==> src/rtl/cache_ctrl_pkg.sv <==
// Shared types and sizing helpers for the cache access controller.
package cache_ctrl_pkg;

  typedef enum logic [2:0] {
    IDLE   = 3'd0,
    LOOKUP = 3'd1,
    CREAD  = 3'd2,
    MREAD  = 3'd3,
    MWRITE = 3'd4,
    FILL   = 3'd5,
    RESP   = 3'd6
  } state_e;

  localparam int STATE_W = 3;

  function automatic int index_w(input int cache_size);
    return (cache_size > 1) ? $clog2(cache_size) : 1;
  endfunction

  function automatic int tag_w(input int addr_width, input int cache_size);
    return addr_width - index_w(cache_size);
  endfunction

  function automatic int id_w(input int num_req);
    return (num_req > 1) ? $clog2(num_req) : 1;
  endfunction

endpackage

==> src/rtl/cache_access_ctrl_rr_arbiter.sv <==
// Round-robin arbiter: the search starts at i_ptr and wraps, first requester found wins.
module rr_arbiter
  import cache_ctrl_pkg::*;
#(
  parameter int NUM_REQ = 2,
  localparam int ID_W = id_w(NUM_REQ)
) (
  input  logic               i_en,
  input  logic [NUM_REQ-1:0] i_req,
  input  logic [ID_W-1:0]    i_ptr,
  output logic [NUM_REQ-1:0] o_gnt,
  output logic [ID_W-1:0]    o_id
);

  logic [ID_W-1:0] w_idx;
  logic            w_found;

  always_comb begin
    o_gnt   = '0;
    o_id    = '0;
    w_found = 1'b0;
    w_idx   = '0;
    for (int off = 0; off < NUM_REQ; off++) begin
      w_idx = ID_W'((int'(i_ptr) + off) % NUM_REQ);
      if (i_en && !w_found && i_req[w_idx]) begin
        w_found      = 1'b1;
        o_gnt[w_idx] = 1'b1;
        o_id         = w_idx;
      end
    end
  end

endmodule

==> src/rtl/cache_access_ctrl.sv <==
// Shares one direct-mapped cache among NUM_REQ requesters; owns tag/valid state,
// fills misses from backing memory, write-through with write-allocate.
module cache_access_ctrl
  import cache_ctrl_pkg::*;
#(
  parameter int ADDR_WIDTH = 16,
  parameter int DATA_WIDTH = 8,
  parameter int CACHE_SIZE = 16,
  parameter int NUM_REQ    = 2
) (
  input  logic                          clk,
  input  logic                          rst,
  input  logic                          flush,
  input  logic [NUM_REQ-1:0]            req,
  input  logic [NUM_REQ-1:0]            req_we,
  input  logic [NUM_REQ*ADDR_WIDTH-1:0] req_addr,
  input  logic [NUM_REQ*DATA_WIDTH-1:0] req_wdata,
  output logic [NUM_REQ-1:0]            gnt,
  output logic [NUM_REQ-1:0]            rsp_valid,
  output logic [DATA_WIDTH-1:0]         rsp_rdata,
  output logic                          c_cs,
  output logic                          c_we,
  output logic                          c_oe,
  output logic [ADDR_WIDTH-1:0]         c_addr,
  output logic [DATA_WIDTH-1:0]         c_wdata,
  input  logic [DATA_WIDTH-1:0]         c_rdata,
  output logic                          mem_req,
  output logic                          mem_we,
  output logic [ADDR_WIDTH-1:0]         mem_addr,
  output logic [DATA_WIDTH-1:0]         mem_wdata,
  input  logic                          mem_ack,
  input  logic [DATA_WIDTH-1:0]         mem_rdata,
  output logic [STATE_W-1:0]            dbg_state
);

  localparam int INDEX_W = index_w(CACHE_SIZE);
  localparam int TAG_W   = tag_w(ADDR_WIDTH, CACHE_SIZE);
  localparam int ID_W    = id_w(NUM_REQ);

  // Handshakes: req[i] is held by the requester until gnt[i] pulses; mem_req is
  // held by this block until a one-cycle mem_ack, which is ignored in other states.

  state_e                r_state;
  logic [NUM_REQ-1:0]    r_gnt;
  logic [NUM_REQ-1:0]    r_sel;
  logic [NUM_REQ-1:0]    r_rsp_valid;
  logic [DATA_WIDTH-1:0] r_rsp_rdata;
  logic [ID_W-1:0]       r_id;
  logic [ID_W-1:0]       r_rr_ptr;
  logic                  r_we;
  logic [ADDR_WIDTH-1:0] r_addr;
  logic [DATA_WIDTH-1:0] r_wdata;
  logic [DATA_WIDTH-1:0] r_rdata;
  logic                  r_flush_pend;
  logic [CACHE_SIZE-1:0] r_valid;
  logic [TAG_W-1:0]      r_tag [CACHE_SIZE];

  logic                  r_c_cs;
  logic                  r_c_we;
  logic                  r_c_oe;
  logic [ADDR_WIDTH-1:0] r_c_addr;
  logic [DATA_WIDTH-1:0] r_c_wdata;
  logic                  r_mem_req;
  logic                  r_mem_we;
  logic [ADDR_WIDTH-1:0] r_mem_addr;
  logic [DATA_WIDTH-1:0] r_mem_wdata;

  logic                  w_arb_en;
  logic [NUM_REQ-1:0]    w_arb_gnt;
  logic [ID_W-1:0]       w_arb_id;
  logic [INDEX_W-1:0]    w_index;
  logic [TAG_W-1:0]      w_tag;
  logic                  w_hit;
  logic [ID_W-1:0]       w_next_ptr;

  // Arbitration only happens in IDLE with no flush outstanding, so requests wait out a flush.
  assign w_arb_en   = (r_state == IDLE) && !flush && !r_flush_pend;
  assign w_index    = r_addr[INDEX_W-1:0];
  assign w_tag      = r_addr[ADDR_WIDTH-1:INDEX_W];
  assign w_hit      = r_valid[w_index] && (r_tag[w_index] == w_tag);
  assign w_next_ptr = (r_id == ID_W'(NUM_REQ - 1)) ? '0 : r_id + 1'b1;

  rr_arbiter #(
    .NUM_REQ (NUM_REQ)
  ) u_arb (
    .i_en  (w_arb_en),
    .i_req (req),
    .i_ptr (r_rr_ptr),
    .o_gnt (w_arb_gnt),
    .o_id  (w_arb_id)
  );

  always_ff @(posedge clk) begin
    if (rst) begin
      r_state      <= IDLE;
      r_gnt        <= '0;
      r_sel        <= '0;
      r_rsp_valid  <= '0;
      r_rsp_rdata  <= '0;
      r_id         <= '0;
      r_rr_ptr     <= '0;
      r_we         <= 1'b0;
      r_addr       <= '0;
      r_wdata      <= '0;
      r_rdata      <= '0;
      r_flush_pend <= 1'b0;
      r_valid      <= '0;
      for (int i = 0; i < CACHE_SIZE; i++) r_tag[i] <= '0;
      r_c_cs       <= 1'b0;
      r_c_we       <= 1'b0;
      r_c_oe       <= 1'b0;
      r_c_addr     <= '0;
      r_c_wdata    <= '0;
      r_mem_req    <= 1'b0;
      r_mem_we     <= 1'b0;
      r_mem_addr   <= '0;
      r_mem_wdata  <= '0;
    end else begin
      r_gnt       <= '0;
      r_rsp_valid <= '0;
      r_rsp_rdata <= '0;
      if (flush && (r_state != IDLE)) r_flush_pend <= 1'b1;

      case (r_state)
        IDLE: begin
          if (flush || r_flush_pend) begin
            r_valid      <= '0;
            r_flush_pend <= 1'b0;
          end else if (|w_arb_gnt) begin
            r_gnt   <= w_arb_gnt;
            r_sel   <= w_arb_gnt;
            r_id    <= w_arb_id;
            r_we    <= req_we[w_arb_id];
            r_addr  <= req_addr[int'(w_arb_id)*ADDR_WIDTH +: ADDR_WIDTH];
            r_wdata <= req_wdata[int'(w_arb_id)*DATA_WIDTH +: DATA_WIDTH];
            r_state <= LOOKUP;
          end
        end

        LOOKUP: begin
          if (r_we) begin
            r_mem_req   <= 1'b1;
            r_mem_we    <= 1'b1;
            r_mem_addr  <= r_addr;
            r_mem_wdata <= r_wdata;
            r_state     <= MWRITE;
          end else if (w_hit) begin
            r_c_cs   <= 1'b1;
            r_c_oe   <= 1'b1;
            r_c_addr <= r_addr;
            r_state  <= CREAD;
          end else begin
            r_mem_req   <= 1'b1;
            r_mem_we    <= 1'b0;
            r_mem_addr  <= r_addr;
            r_mem_wdata <= '0;
            r_state     <= MREAD;
          end
        end

        CREAD: begin
          r_rdata     <= c_rdata;
          r_c_cs      <= 1'b0;
          r_c_oe      <= 1'b0;
          r_c_addr    <= '0;
          r_rsp_valid <= r_sel;
          r_rsp_rdata <= c_rdata;
          r_state     <= RESP;
        end

        MREAD, MWRITE: begin
          if (mem_ack) begin
            r_rdata     <= mem_rdata;
            r_mem_req   <= 1'b0;
            r_mem_we    <= 1'b0;
            r_mem_addr  <= '0;
            r_mem_wdata <= '0;
            r_c_cs      <= 1'b1;
            r_c_we      <= 1'b1;
            r_c_addr    <= r_addr;
            r_c_wdata   <= r_we ? r_wdata : mem_rdata;
            r_state     <= FILL;
          end
        end

        // The fill marks the line valid even if a flush arrived meanwhile;
        // the pending flush clears it again once back in IDLE.
        FILL: begin
          r_tag[w_index]   <= w_tag;
          r_valid[w_index] <= 1'b1;
          r_c_cs           <= 1'b0;
          r_c_we           <= 1'b0;
          r_c_addr         <= '0;
          r_c_wdata        <= '0;
          r_rsp_valid      <= r_sel;
          r_rsp_rdata      <= r_we ? '0 : r_rdata;
          r_state          <= RESP;
        end

        RESP: begin
          r_rr_ptr <= w_next_ptr;
          r_state  <= IDLE;
        end

        default: r_state <= IDLE;
      endcase
    end
  end

  assign gnt       = r_gnt;
  assign rsp_valid = r_rsp_valid;
  assign rsp_rdata = r_rsp_rdata;
  assign c_cs      = r_c_cs;
  assign c_we      = r_c_we;
  assign c_oe      = r_c_oe;
  assign c_addr    = r_c_addr;
  assign c_wdata   = r_c_wdata;
  assign mem_req   = r_mem_req;
  assign mem_we    = r_mem_we;
  assign mem_addr  = r_mem_addr;
  assign mem_wdata = r_mem_wdata;
  assign dbg_state = r_state;

endmodule

==> config.mk <==
export PLATFORM = sky130hd
export DESIGN_NAME = cache_access_ctrl
export DESIGN_NICKNAME = d
export VERILOG_FILES = /design/src/rtl/cache_ctrl_pkg.sv /design/src/rtl/cache_access_ctrl_rr_arbiter.sv /design/src/rtl/cache_access_ctrl.sv
export SDC_FILE = /design/constraint.sdc
export NUM_CORES = 1
export LEC_CHECK = 0
export CORE_ASPECT_RATIO = 0.5
export CORE_UTILIZATION = 50
export DETAILED_ROUTE_END_ITERATION = 16
export GPL_TIMING_DRIVEN = 0
export PLACE_DENSITY = 0.67
export SLEW_MARGIN = 5
export SYNTH_ARGS = -nofsm -noshare
export SYNTH_HDL_FRONTEND = slang
export SYNTH_SLANG_ARGS = --single-unit
==> constraint.sdc <==
create_clock -name clk -period 6.6 [get_ports clk]
set_clock_uncertainty 0.2 [all_clocks]
set_input_delay 1.32 -clock clk [delete_from_list [all_inputs] [get_ports clk]]
set_output_delay 1.32 -clock clk [all_outputs]
set_load 0.005 [all_outputs]
==> results by group <==
Floorplan
  – Total die area: 0.0285 sq mm
  – CORE AREA: 0.0269 sq mm
  – I/O pins: 140
  – DIE WIDTH: 238 um
  – Starting Density: 51.7%
  – Die height: 120 um
  – Cell row count: 42

Placement
  – Dpl cells: 1615
  – Pre-CTS setup slack: 1.82 ns
  – Gp weighted congestion: 0.894
  – Buffers on Ports: 138
  – Post-DP HPWL: 29600 um

Setup path
  – Worst r2r dst: c_addr[14]
  – Startpoint types: flop
  – CP Capture Type: flop
  – Worst-path maximum fanout: 10
  – Worst Path Required: 6.90 ns
  – Crit path kind: flop to flop
  – Worst Path Arrival: 4.73 ns
  – Flop2flop setup slack: 2.17 ns
  – Path depth of the worst reg2reg path: 12

Global route
  – Vias in the first global route: 9897
  – Total Routing Usage GR: 30.1%
  – Initial antenna violation count: 1
  – Largest net degree at the start of global routing: 17
  – Remaining Overflow, GRT: 0
  – First-pass GRT wire length: 62100 um

STA
  – Unrepaired setup endpoints after global routing: false
  – Hold Violations, Final: 0
  – Top achievable clock speed: 226 MHz
  – Max-slew violation count: 0
  – Setup-failing EPs final: 0
  – Worst Tran Pin Value: 1.27 ns
  – Min cycle time layout: 4.43 ns
  – Slew HR: 15.3%
  – Final TNS setup: 0 ns
  – Final setup margin: 2.17 ns
  – Fin crit share: 67.2%

Power and ir drop
  – Sequential share of power: 41.3%
  – Switch Pwr: 0.00203 W
  – P_leak: 5.99 nW
  – Logic pwr share: 30.9%
  – Clk network pwr share: 27.7%
  – Switching part of the total: 34.8%
  – Internal power: 0.00381 W
  – Total power: 0.00584 W
  – Pwr dens: 350 mW/mm^2
  – Worst vdd ir: 0.000169 V

Detailed routing
  – Drt pass-1 iters: 7
  – Starting DRT DRC Count: 1178
  – Residual DRC: 0
  – WL final: 42500 um
  – Post-DRT Antenna Nets: 0
  – DR vias: 10000
  – WL per Instance: 25.5 um
  – Routed vias/inst: 6.02

Yosys
  – Yosys cell types: 53
  – Sequential cell area fraction in the yosys report: 59.7%
  – Yosys reg bits: 318
  – Post-synthesis net count: 1173
  – Synth Area per Inst: 12.6 sq um
  – Syn. warnings: 0
  – Synthesized area: 0.0139 sq mm
  – Cells after synthesis: 1101

Clock tree
  – Clock-pin slew of the registers on the worst-case setup and hold paths: 0.07 ns
  – Clk buf depth: 3
  – CTS Hold Buffers Added: 0
  – Clock root buffer: clkbuf_16
  – Post_cts resized: 0
  – CTS tree: built
  – Postcts setup bufs: 0
  – Clock Latency Late Sink: 0.57 ns
  – Htree depth: 1
  – CTS buffer count: 29
  – Clk sinks: 318

Cells and area
  – Share of layout cells above drive strength 1: 10.7%
  – Non-Filler Instances: 1668
  – Area growth from synthesis to layout: 20.0%
  – # nets final: 1344
  – Most frequent cells in the layout: edfxtp_1, clkdlybuf4s50_1, and2_1, dfxtp_1, nor2_1
  – Antenna diodes: 0
  – Commonest non-fill, non-tap cell in the layout: edfxtp_1

Worst hold path
  – Hold path start: r_valid[8]
  – Hold Crit Class: flop to flop
  – WHS Endpoint: r_valid[8]
  – WHS Path Cells: 1

Outcome
  – Status: complete, no violations

Flow run
  – Max_cap viols: 0
state kept, by name, indices dropped and copies added (netlist names), 2 cells and up, named ones only:
signal	flops
mem_addr	16
r_addr	16
r_rdata	8
r_sel	2
r_wdata	8
c_wdata	8
rsp_valid	2
gnt	2
r_tag	192
dbg_state	3
c_addr	16
mem_wdata	8
rsp_rdata	8
r_valid	16
worst max-delay path, stage by stage, from the launching register on:
cell,delay (ns)
dfxtp_1,0.32
buf_4,0.18
buf_4,0.27
buf_4,0.27
buf_1,0.61
mux2i_1,0.25
mux2i_1,0.13
xor2_1,0.19
a2111oi_2,0.62
nand4_2,0.39
o22ai_2,0.52
buf_4,0.27
a22o_1,0.14
power by group through the flow:
stage / Combinational, W / Sequential (W) / Clock [W]
finish: 0.00180 / 0.00241 / 0.00162
global route: 0.00192 / 0.00243 / 0.00171
CTS: 0.00177 / 0.00241 / 0.00162
detailed placement: 0.00177 / 0.00245 / 0
global placement: 0.00174 / 0.00244 / 0
floorplan: 0.00115 / 0.00240 / 0
final cells by class:
class,instances,area [sq um]
Buffer,97,440
Clock buffer,36,793
Clock inverter,17,93.8
Fill cell,2115,10200
Inverter,10,37.5
Multi-Input combinational cell,676,5140
Sequential cell,318,8290
Tap cell,374,468
Timing Repair Buffer,140,1400
through the flow:
stage / utilization, % / instance area, sq um / hold WS, ns
after floorplan: - / 13900 / 0.230
after global placement: 58.6 / 15700 / 0.241
after detailed placement: 58.7 / 15800 / 0.248
after CTS: 62.0 / 16700 / 0.268
after global routing: 62.1 / 16700 / 0.285
final: 62.1 / 16700 / 0.264
routing by layer:
layer | track usage [%] | share of wire [%] | routed length (um)
met1 | 42.2 | 42 | 18000
met2 | 45.8 | 44 | 18500
met3 | 8.74 | 11 | 4830
met4 | 7.90 | 2.7 | 1160
met5 | 0 | 0 | 0
worst max path at each step:
stage / startpoint / to / slack, ns / depth (start not counted)
after floorplan: flop / c_addr[10] / 3.50 / 11
after global placement: rst / r_tag[12][0] / 1.81 / 5
after detailed placement: rst / r_tag[9][2] / 1.82 / 6
after CTS: flop / c_addr[14] / 2.30 / 12
after global routing: flop / c_addr[14] / 1.98 / 12
final: flop / c_addr[14] / 2.17 / 12
kinds of logic after synthesis:
group,after synthesis,synth area share (%)
DFF,318,59.7
xor gates and xnor gates,8,0.559
muxes,127,12.8
and+or+nand+nor,371,14.4
AOI/OAI and AO/OA,170,9.18
buffers and inverters,107,3.44
synthesized netlist by cell type, drive strengths merged:
cell type,instances,area share (%)
a21oi,22,0.79
o21bai,1,0.054
buf,30,1.4
or3,4,0.18
nor4b,2,0.13
xor2,6,0.38
o22ai,3,0.28
mux2i,84,6.1
o31a,1,0.063
a22oi,22,1.2
nand3b,3,0.16
clkbuf,67,1.8
dfxtp,126,18
nor2,88,2.4
nor3b,1,0.054
a21o,4,0.22
a2111oi,3,0.23
o21a,18,0.97
nand3,7,0.25
nand2b,12,0.54
nor4,18,0.86
or2,17,0.77
and2,129,5.8
a211oi,35,1.9
clkinv,1,0.027
a31oi,10,0.45
nand2,17,0.46
mux2,3,0.24
a211o,1,0.063
inv,9,0.24
and3,4,0.18
nor3,62,2.2
xnor2,2,0.18
edfxtp,192,42
o41ai,1,0.063
a311o,1,0.072
nand4,2,0.14
o21ai,7,0.25
a22o,41,2.6
nor2b,5,0.23
mux4,40,6.5
Note: power is estimated with default switching activity, not from simulation.
